--- src/rtl/rx_mac2router.sv ---
// rx_mac2router
// Receive-side adapter from the 10G MAC receive interface to a router input
// port. Each MAC beat becomes one 70-bit flit {bop, eop, data[63:0], valid[3:0]}
// and is held in a small first-word-fall-through FIFO, because the MAC cannot
// be stalled. Flits leave under a val/ack handshake. When the FIFO runs out of
// room, the rest of the frame is dropped. A partial frame that is already
// buffered is closed with a terminator flit {0, 1, 64'h0, 4'h0}.
//
// Optional build macro: RX_MAC2ROUTER_STATS_EN enables the frame_cnt/drop_cnt
// statistics counters. When the macro is undefined, both outputs are tied to 0.
//
// Ports:
//   clk          rising-edge clock
//   rst          asynchronous active-high reset
//   data_mac     64-bit MAC receive beat
//   valid_mac    byte-valid code, 0 = idle cycle
//   eof_mac      last beat of frame (qualified by valid_mac != 0)
//   data_router  head flit, 0 when the FIFO is empty
//   val          head flit present
//   ack          router consumes the head flit
//   overflow     one-cycle pulse after the first dropped beat of a frame
//   frame_cnt    frames fully accepted (saturating, stats build)
//   drop_cnt     frames truncated or discarded (saturating, stats build)
module rx_mac2router #(
  parameter int DATA_WIDTH = 70,
  parameter int FIFO_DEPTH = 8
) (
  input  logic                  clk,
  input  logic                  rst,
  input  logic [63:0]           data_mac,
  input  logic [3:0]            valid_mac,
  input  logic                  eof_mac,
  output logic [DATA_WIDTH-1:0] data_router,
  output logic                  val,
  input  logic                  ack,
  output logic                  overflow,
  output logic [15:0]           frame_cnt,
  output logic [15:0]           drop_cnt
);

  localparam int AW = $clog2(FIFO_DEPTH);
  localparam int CW = AW + 1;
  // The top slot is kept in reserve so a terminator can always be written.
  localparam logic [CW-1:0] SPACE_LIMIT = CW'(FIFO_DEPTH - 1);

  typedef enum logic [1:0] {IDLE, FRAME, DROP_TRUNC, DROP_ALL} state_t;

  state_t                state, state_next;
  logic                  beat, space, push, term_push, drop_set, pop;
  logic [DATA_WIDTH-1:0] push_data;
  logic [DATA_WIDTH-1:0] mem [FIFO_DEPTH];
  logic [AW-1:0]         wr_ptr, rd_ptr;
  logic [CW-1:0]         count;

  assign beat  = |valid_mac;
  assign space = count < SPACE_LIMIT;
  assign val   = count != '0;
  assign pop   = val & ack;

  // The reset value of data_router is 0, so the read port is masked when the FIFO is empty.
  assign data_router = val ? mem[rd_ptr] : '0;

  // State register for the frame-level accept/drop decision.
  always_ff @(posedge clk or posedge rst) begin
    if (rst) state <= IDLE;
    else     state <= state_next;
  end

  // Next-state logic. Idle cycles never change state.
  always_comb begin
    state_next = state;
    if (beat) begin
      unique case (state)
        IDLE:       state_next = eof_mac ? IDLE : (space ? FRAME : DROP_ALL);
        FRAME:      state_next = eof_mac ? IDLE : (space ? FRAME : DROP_TRUNC);
        DROP_TRUNC: state_next = eof_mac ? IDLE : DROP_TRUNC;
        DROP_ALL:   state_next = eof_mac ? IDLE : DROP_ALL;
        default:    state_next = IDLE;
      endcase
    end
  end

  // Output logic. This block decides what, if anything, is written into the FIFO this cycle.
  // A terminator only ever lands in the reserved slot. In the drop states nothing
  // else is written, so that slot is still free when the terminator is needed.
  always_comb begin
    push      = 1'b0;
    term_push = 1'b0;
    drop_set  = 1'b0;
    push_data = '0;
    if (beat) begin
      unique case (state)
        IDLE: begin
          if (space) begin
            push      = 1'b1;
            push_data = {1'b1, eof_mac, data_mac, valid_mac};
          end else begin
            drop_set = 1'b1;
          end
        end
        FRAME: begin
          if (space) begin
            push      = 1'b1;
            push_data = {1'b0, eof_mac, data_mac, valid_mac};
          end else begin
            drop_set  = 1'b1;
            term_push = eof_mac;
          end
        end
        DROP_TRUNC: term_push = eof_mac;
        default: ;
      endcase
    end
    if (term_push) begin
      push      = 1'b1;
      push_data = {1'b0, 1'b1, 64'h0, 4'h0};
    end
  end

  // FIFO pointers and occupancy. A simultaneous push and pop leaves count unchanged.
  always_ff @(posedge clk or posedge rst) begin
    if (rst) begin
      wr_ptr <= '0;
      rd_ptr <= '0;
      count  <= '0;
    end else begin
      if (push) wr_ptr <= wr_ptr + AW'(1);
      if (pop)  rd_ptr <= rd_ptr + AW'(1);
      if (push && !pop)      count <= count + CW'(1);
      else if (!push && pop) count <= count - CW'(1);
    end
  end

  // Flit storage. The contents do not need a reset because count gates every read.
  always_ff @(posedge clk) begin
    if (push) mem[wr_ptr] <= push_data;
  end

  // overflow is high for exactly the cycle after the dropping edge.
  always_ff @(posedge clk or posedge rst) begin
    if (rst) overflow <= 1'b0;
    else     overflow <= drop_set;
  end

`ifdef RX_MAC2ROUTER_STATS_EN
  logic frame_done;

  // A frame counts as accepted when its real eof flit is written. The terminator flit does not count.
  assign frame_done = push & ~term_push & eof_mac;

  // Saturating statistics counters. drop_cnt steps at the edge where overflow rises.
  always_ff @(posedge clk or posedge rst) begin
    if (rst) begin
      frame_cnt <= '0;
      drop_cnt  <= '0;
    end else begin
      if (frame_done && frame_cnt != 16'hFFFF) frame_cnt <= frame_cnt + 16'd1;
      if (drop_set && drop_cnt != 16'hFFFF)    drop_cnt  <= drop_cnt + 16'd1;
    end
  end
`else
  assign frame_cnt = '0;
  assign drop_cnt  = '0;
`endif

endmodule
--- config.mk ---
export PLATFORM = sky130hd
export DESIGN_NAME = rx_mac2router
export DESIGN_NICKNAME = d
export VERILOG_FILES = /design/src/rtl/rx_mac2router.sv
export SDC_FILE = /design/constraint.sdc
export NUM_CORES = 1
export LEC_CHECK = 0
export CORE_MARGIN = 4
export CORE_UTILIZATION = 35
export DETAILED_ROUTE_END_ITERATION = 10
export PLACE_DENSITY_LB_ADDON = 0.12
export SLEW_MARGIN = 20
export SYNTH_ARGS = -nofsm -noshare
export SYNTH_HDL_FRONTEND = slang
export SYNTH_SLANG_ARGS = --single-unit
--- constraint.sdc ---
create_clock -name clk -period 7.3 [get_ports clk]
set_input_delay 0.73 -clock clk [delete_from_list [all_inputs] [get_ports clk]]
set_output_delay 0.73 -clock clk [all_outputs]
set_load 0.03 [all_outputs]
==> out/metrics.csv, run 1 <==
metric,value,unit
status,completed,
max-cap viol count,0,
root buffer cell,clkbuf_16,
worst hold-check path type,in2async,
Post-CTS Hold Fix Bufs,0,
gpl congestion,0.6835,
Worst-Skew Late Latency,0.62,ns
RSZ-0062 raised after global routing,false,
cell-internal power,8.529,mW
dpl cells,2052,
share of the synthesized area in the top cell type,73.50,%
async set-reset flop share out of synthesis,2.269,%
Worst Tran Pin Value,1.093,ns
Area Growth Syn to Fin,18.27,%
"Seq/Total Area, Yosys",74.92,%
slowest CP cell,dfrtp_4,
CP max FO,84,
Syn Std Cell Area,22880,µm²
Synth cell types,46,
FP Rows,93,
antenna cells,0,
drt first pass iters,4,
Nets,1342,
flop-to-flop setup slack,3.69,ns
# port buffers,143,
total CTS buffers,60,
switching share of power,35.42,%
reg2reg start,count[1],
Max stage delay on crit path,1.07,ns
WL final,52110,µm
layout cells sized above 1,20.00,%
main flop type after synthesis,edfxtp_1,
Setup crit end kind,output pin,
clk sink count,573,
yosys warns,0,
Setup Buffers After CTS,0,
combinational power share,39.0,%
Initial DRC Count,619,
GRT Residual Overflow,0,
Bufs and invs on worst path,2,
all-layer global routing usage,14.83,%
Clock H-tree levels,2,
DRC,0,
Resize count post-CTS,0,
Synth area leader,edfxtp_1,
maximum root-to-sink buffer count,3,
vias in the first global route,11850,
synthesized area per cell,20.87,µm²
reg2reg path depth,11,
WL/cell,24.12,µm
Leak,9.106,nW
Psw,4.679,mW
Final Setup Violations,0,
post-synthesis cell count,1096,
"CP delay by family, top",buffers and inverters,
Synth Register Bits,573,
"Power, Total",13.21,mW
Die Area,69520,µm²
Initial Util,35.43,%
Period minus WS final,4.531,ns
Horiz. Die Dim,263.7,µm
first-pass GRT wire length,77850,µm
power share of the clock group,22.2,%
WP data arrival,3.80,ns
r2r endpoint,count[3],
"non-filler cells, final",2160,
CTS tree,done,
Setup Skew,0.01836,ns
Final Hold Fails,0,
Via-to-Cell Ratio,4.994,
largest net degree at the start of global routing,85,
Power per Cell Area,488.1,nW/µm²
VDD IR max,0.0003028,V
Fill cells,5721,
Post-synth EDFFs,560,
Detail Placement HPWL,28130,µm
fin crit share,62.07,%
core area,64580,µm²
Max Slew Vio Count,0,
Achievable Freq,220.7,MHz
IO Pins,176,
Setup TNS Final,0,ns
Vert. Die Dim,263.7,µm
Startpoint Class,flip-flop,
CP required,6.57,ns
"Clk pin slew, worst setup/hold paths",0.06,ns
sequential power share,38.8,%
Layout Utilization,41.90,%
Crit Path Category,reg2out,
Via Count,10790,
Worst slew margin,27.16,%
antenna violations before repair,0,
"top cells by area, synth","edfxtp_1 74%, mux4_2 14%, mux2i_1 3.1%, and3_1 1.8%, dfrtp_1 1.4%",
DRT antenna net count,0,
crit-path cells,buf_12 > mux4_2 > mux2i_1 > nor2_1 > clkdlybuf4s50_1,
==> power by group through the flow <==
stage	sequential (mW)	clock, mW	combinational (mW)
global route	5.20	3.17	5.56
floorplan	5.00	0	3.56
CTS	5.15	3.02	5.29
detailed placement	5.21	0	5.28
global placement	5.19	0	5.27
finish	5.13	2.93	5.15
==> sequential cells by signal, summed over array words and instances, names as in the netlist <==
name,flops
overflow,1
wr_ptr,3
state,2
count,4
rd_ptr,3
mem,560
==> metrics by stage <==
| stage | hold WS, ns | instance area, µm² | worst slack, ns |
|---|---|---|---|
| after floorplan | 0.4925 | 22990 | 0.7125 |
| after global placement | 0.5208 | 25140 | 3.201 |
| after detailed placement | 0.5225 | 25160 | 3.197 |
| after CTS | 0.5108 | 27040 | 2.620 |
| after global routing | 0.5439 | 27060 | 2.475 |
| final | 0.5243 | 27060 | 2.769 |
==> metal layers <==
metal | track usage, % | routed length, µm | vias up
met1 | 20.55 | 23330 | 5792
met5 | 0 | 0 | -
met3 | 2.971 | 2257 | 61
met4 | 2.899 | 821 | 0
met2 | 24.70 | 25700 | 203
li1 | - | - | 4732
==> placed cells by master, fill, tap and decap left out, drive strengths merged, types with 6 or more instances in the layout <==
cell type and instances:
dfrtp 13, buf 24, nor2 82, clkbuf 75, clkdlybuf4s50 143, ha 9
mux2i 70, and3 64, mux4 140, clkinv 24, conb 32, xnor2 6
inv 9, edfxtp 560
==> worst max-delay path by stage <==
stage	startpoint	endpoint	slack (ns)	cells past startpoint
detailed placement	eof_mac	mem[7][26]	3.20	6
finish	rd_ptr[1]	data_router[6]	2.77	5
global route	rd_ptr[0]	data_router[31]	2.47	5
global placement	eof_mac	mem[7][33]	3.20	6
CTS	rd_ptr[0]	data_router[35]	2.62	5
floorplan	state[1]	mem[0][0]	0.71	6
==> synthesized netlist by cell type (9+ instances only) <==
cell type and count:
ha_1 9, nor2_1 81, buf_2 22, edfxtp_1 560, mux4_2 140, dfrtp_1 13
buf_6 14, buf_4 32, mux2i_1 70, and3_1 64, clkbuf_1 21
==> cell type report <==
cell class,instances,area [µm²],area share [%]
repair buffers,167,1653,6.109
clock inverters,32,302.8,1.119
inverters,7,26.28,0.09711
flip-flops and latches,573,17150,63.39
multi-input cells,451,5274,19.49
well taps,855,1070,3.954
clock buffers,75,1579,5.836
==> logic make-up after synthesis <==
group	Yosys count	share of synthesized area [%]
multiplexers	213	16.99
buffers and inverters	103	2.817
adder cells (fa/ha/maj)	10	0.5797
AND/OR/NAND/NOR	169	3.724
flip-flops	573	74.92
AO/OA/AOI/OAI	21	0.7165
XOR/XNOR	6	0.2297
other	1	0.01639
Power figures use the tool's default switching activity.
==> inputs of run 2 (changes only) <==
- clock period: 7.3 -> 4.7 ns (I/O delays scaled with it)
==> out/metrics.csv, run 2 (synthesized netlist as in run 1, its figures left out) <==
metric,value,unit,change
Hold WS,0.2865,ns,-0.2378 ns
status,completed,,
Worst Tran Pin Value,0.9715,ns,-0.1211 ns
Bufs and invs on worst path,3,,+1
Nets,1363,,+1.6%
WP data arrival,3.48,ns,-0.32 ns
Horiz. Die Dim,263.7,µm,unchanged
Final Hold Fails,0,,unchanged
worst hold-check path type,in2async,,
drt first pass iters,5,,+1
clk sink count,573,,unchanged
WL/cell,24.14,µm,about the same
Initial DRC Count,661,,+6.8%
DRT antenna net count,0,,unchanged
cell-internal power,13.68,mW,+60%
fin crit share,84.10,%,
crit-path cells,buf_4 > buf_4 > mux4_2 > mux2i_1 > nor2_1 > clkdlybuf4s50_1,,
Fill cells,5664,,-1.0%
Period minus WS final,3.952,ns,
slowest CP cell,dfrtp_4,,
power share of the clock group,23.2,%,+1.0 points
largest net degree at the start of global routing,71,,-16%
sequential power share,37.8,%,-1.0 points
most frequent cells in the layout,"560 x edfxtp_1, 143 x clkdlybuf4s50_1, 140 x mux4_2, 75 x nor2_1",,
Achievable Freq,253.0,MHz,
total CTS buffers,66,,+10%
Worst-Skew Late Latency,0.59,ns,-0.03 ns
Setup Buffers After CTS,0,,unchanged
vias in the first global route,11930,,+0.69%
VDD IR max,0.0004294,V,+42%
Psw,7.332,mW,+57%
CP required,4.23,ns,-2.34 ns
Initial Util,35.43,%,unchanged
"Clk pin slew, worst setup/hold paths",0.06,ns,about the same
Startpoint Class,flip-flop,,
Via-to-Cell Ratio,4.970,,-0.49%
Biggest register,mem,,
# port buffers,143,,unchanged
Setup Skew,0.01942,ns,+0.001060 ns
Detail Placement HPWL,29450,µm,+4.7%
root buffer cell,clkbuf_16,,
antenna violations before repair,0,,unchanged
"commonest non-fill, non-tap cell in the layout",edfxtp_1,,
Worst slew margin,35.23,%,+8.1 points
switching share of power,34.90,%,-0.53 points
Final Setup Violations,0,,unchanged
maximum root-to-sink buffer count,3,,unchanged
CTS tree,done,,
Layout Utilization,42.65,%,+0.76 points
Vert. Die Dim,263.7,µm,unchanged
Via Count,10850,,+0.57%
Max stage delay on crit path,0.95,ns,-0.12 ns
Power per Cell Area,762.8,nW/µm²,+56%
number of flip-flops in the largest register,560,,unchanged
Area Growth Syn to Fin,20.40,%,
RSZ-0062 raised after global routing,false,,
WL final,52700,µm,+1.1%
most frequent CP cell,buf_4,,
layout cells sized above 1,21.85,%,+1.9 points
"Power, Total",21.01,mW,+59%
all-layer global routing usage,15.16,%,+0.32 points
FP Rows,93,,unchanged
Clock H-tree levels,3,,+1
combinational power share,39.0,%,about the same
"CP delay by family, top",buffers and inverters,,
GRT Residual Overflow,0,,unchanged
Leak,9.331,nW,+2.5%
Die Area,69520,µm²,unchanged
Post-CTS Hold Fix Bufs,0,,unchanged
CP max FO,36,,-57%
gpl congestion,0.6936,,+1.5%
core area,64580,µm²,unchanged
Setup crit end kind,output pin,,
Crit Path Category,reg2out,,
Max Slew Vio Count,0,,unchanged
biggest regs,"mem (560), count (4)",,
DRC,0,,unchanged
first-pass GRT wire length,79220,µm,+1.8%
IO Pins,176,,unchanged
max-cap viol count,0,,unchanged
Resize count post-CTS,0,,unchanged
## run 2: cell types whose count changed in the layout (fill, tap and decap cells not counted), sizes merged
cell / delta
buf: +15
clkbuf: +4
clkinv: +4
bufinv: -1
clkinvlp: +1
diode: +1
inv: -1
## run 2: power groups by stage
stage | Clock (mW) | Sequential [mW] | Combinational (mW)
6_report | 4.87 | 7.94 | 8.20
5_1_grt | 5.27 | 8.06 | 8.82
4_1_cts | 5.03 | 7.97 | 8.44
3_5_place_dp | 0 | 8.07 | 8.41
3_3_place_gp | 0 | 8.04 | 8.38
2_1_floorplan | 0 | 7.74 | 5.54
## run 2: final cells by class
cell class / instances / area [µm²] / share of cell area (%)
clock inverters: 35 / 282.8 / 1.027
multi-input cells: 451 / 5289 / 19.20
flip-flops and latches: 573 / 17150 / 62.27
repair buffers: 182 / 1937 / 7.032
inverters: 7 / 26.28 / 0.09539
well taps: 855 / 1070 / 3.884
diodes: 1 / 2.502 / 0.009085
clock buffers: 79 / 1785 / 6.482
## run 2: path summary, 6_finish.rpt
path,start,endpoint,slack (ns),cells past startpoint
max,rd_ptr[0],data_router[22],0.75,6
min,rst,count[3],0.29,2
max reg2reg,state[0],count[3],1.48,13
min reg2reg,wr_ptr[0],wr_ptr[0],0.55,1
max in group asynchronous,rst,rd_ptr[0],3.93,2
min in group clk,wr_ptr[0],wr_ptr[0],0.55,1
## run 2: metal layers
| layer | track usage [%] | routed length (µm) |
|---|---|---|
| met5 | 0 | 0 |
| met2 | 24.73 | 25660 |
| met4 | 4.292 | 927 |
| met3 | 3.036 | 2379 |
| met1 | 20.88 | 23730 |
## run 2: worst reg2reg max path: cells and delay by family, from the launching register on
kind                       cells  cell delay, ns
AOI/OAI and AO/OA              5            1.24
adders and majority gates      3            0.72
buffers and inverters          3            0.29
DFF                            1            0.39
and+or+nand+nor                2            0.47
## run 2: metrics by stage
step / area, µm² / cells / TNS, ns / setup WS (ns)
after floorplan: 23000 / 1127 / -4.500 / -0.01318
after global placement: 25470 / 2068 / 0 / 1.175
after detailed placement: 25470 / 2068 / 0 / 1.228
after CTS: 27540 / 2182 / 0 / 0.5924
after global routing: 27540 / 2182 / 0 / 0.4673
final: 27550 / 2183 / 0 / 0.7475
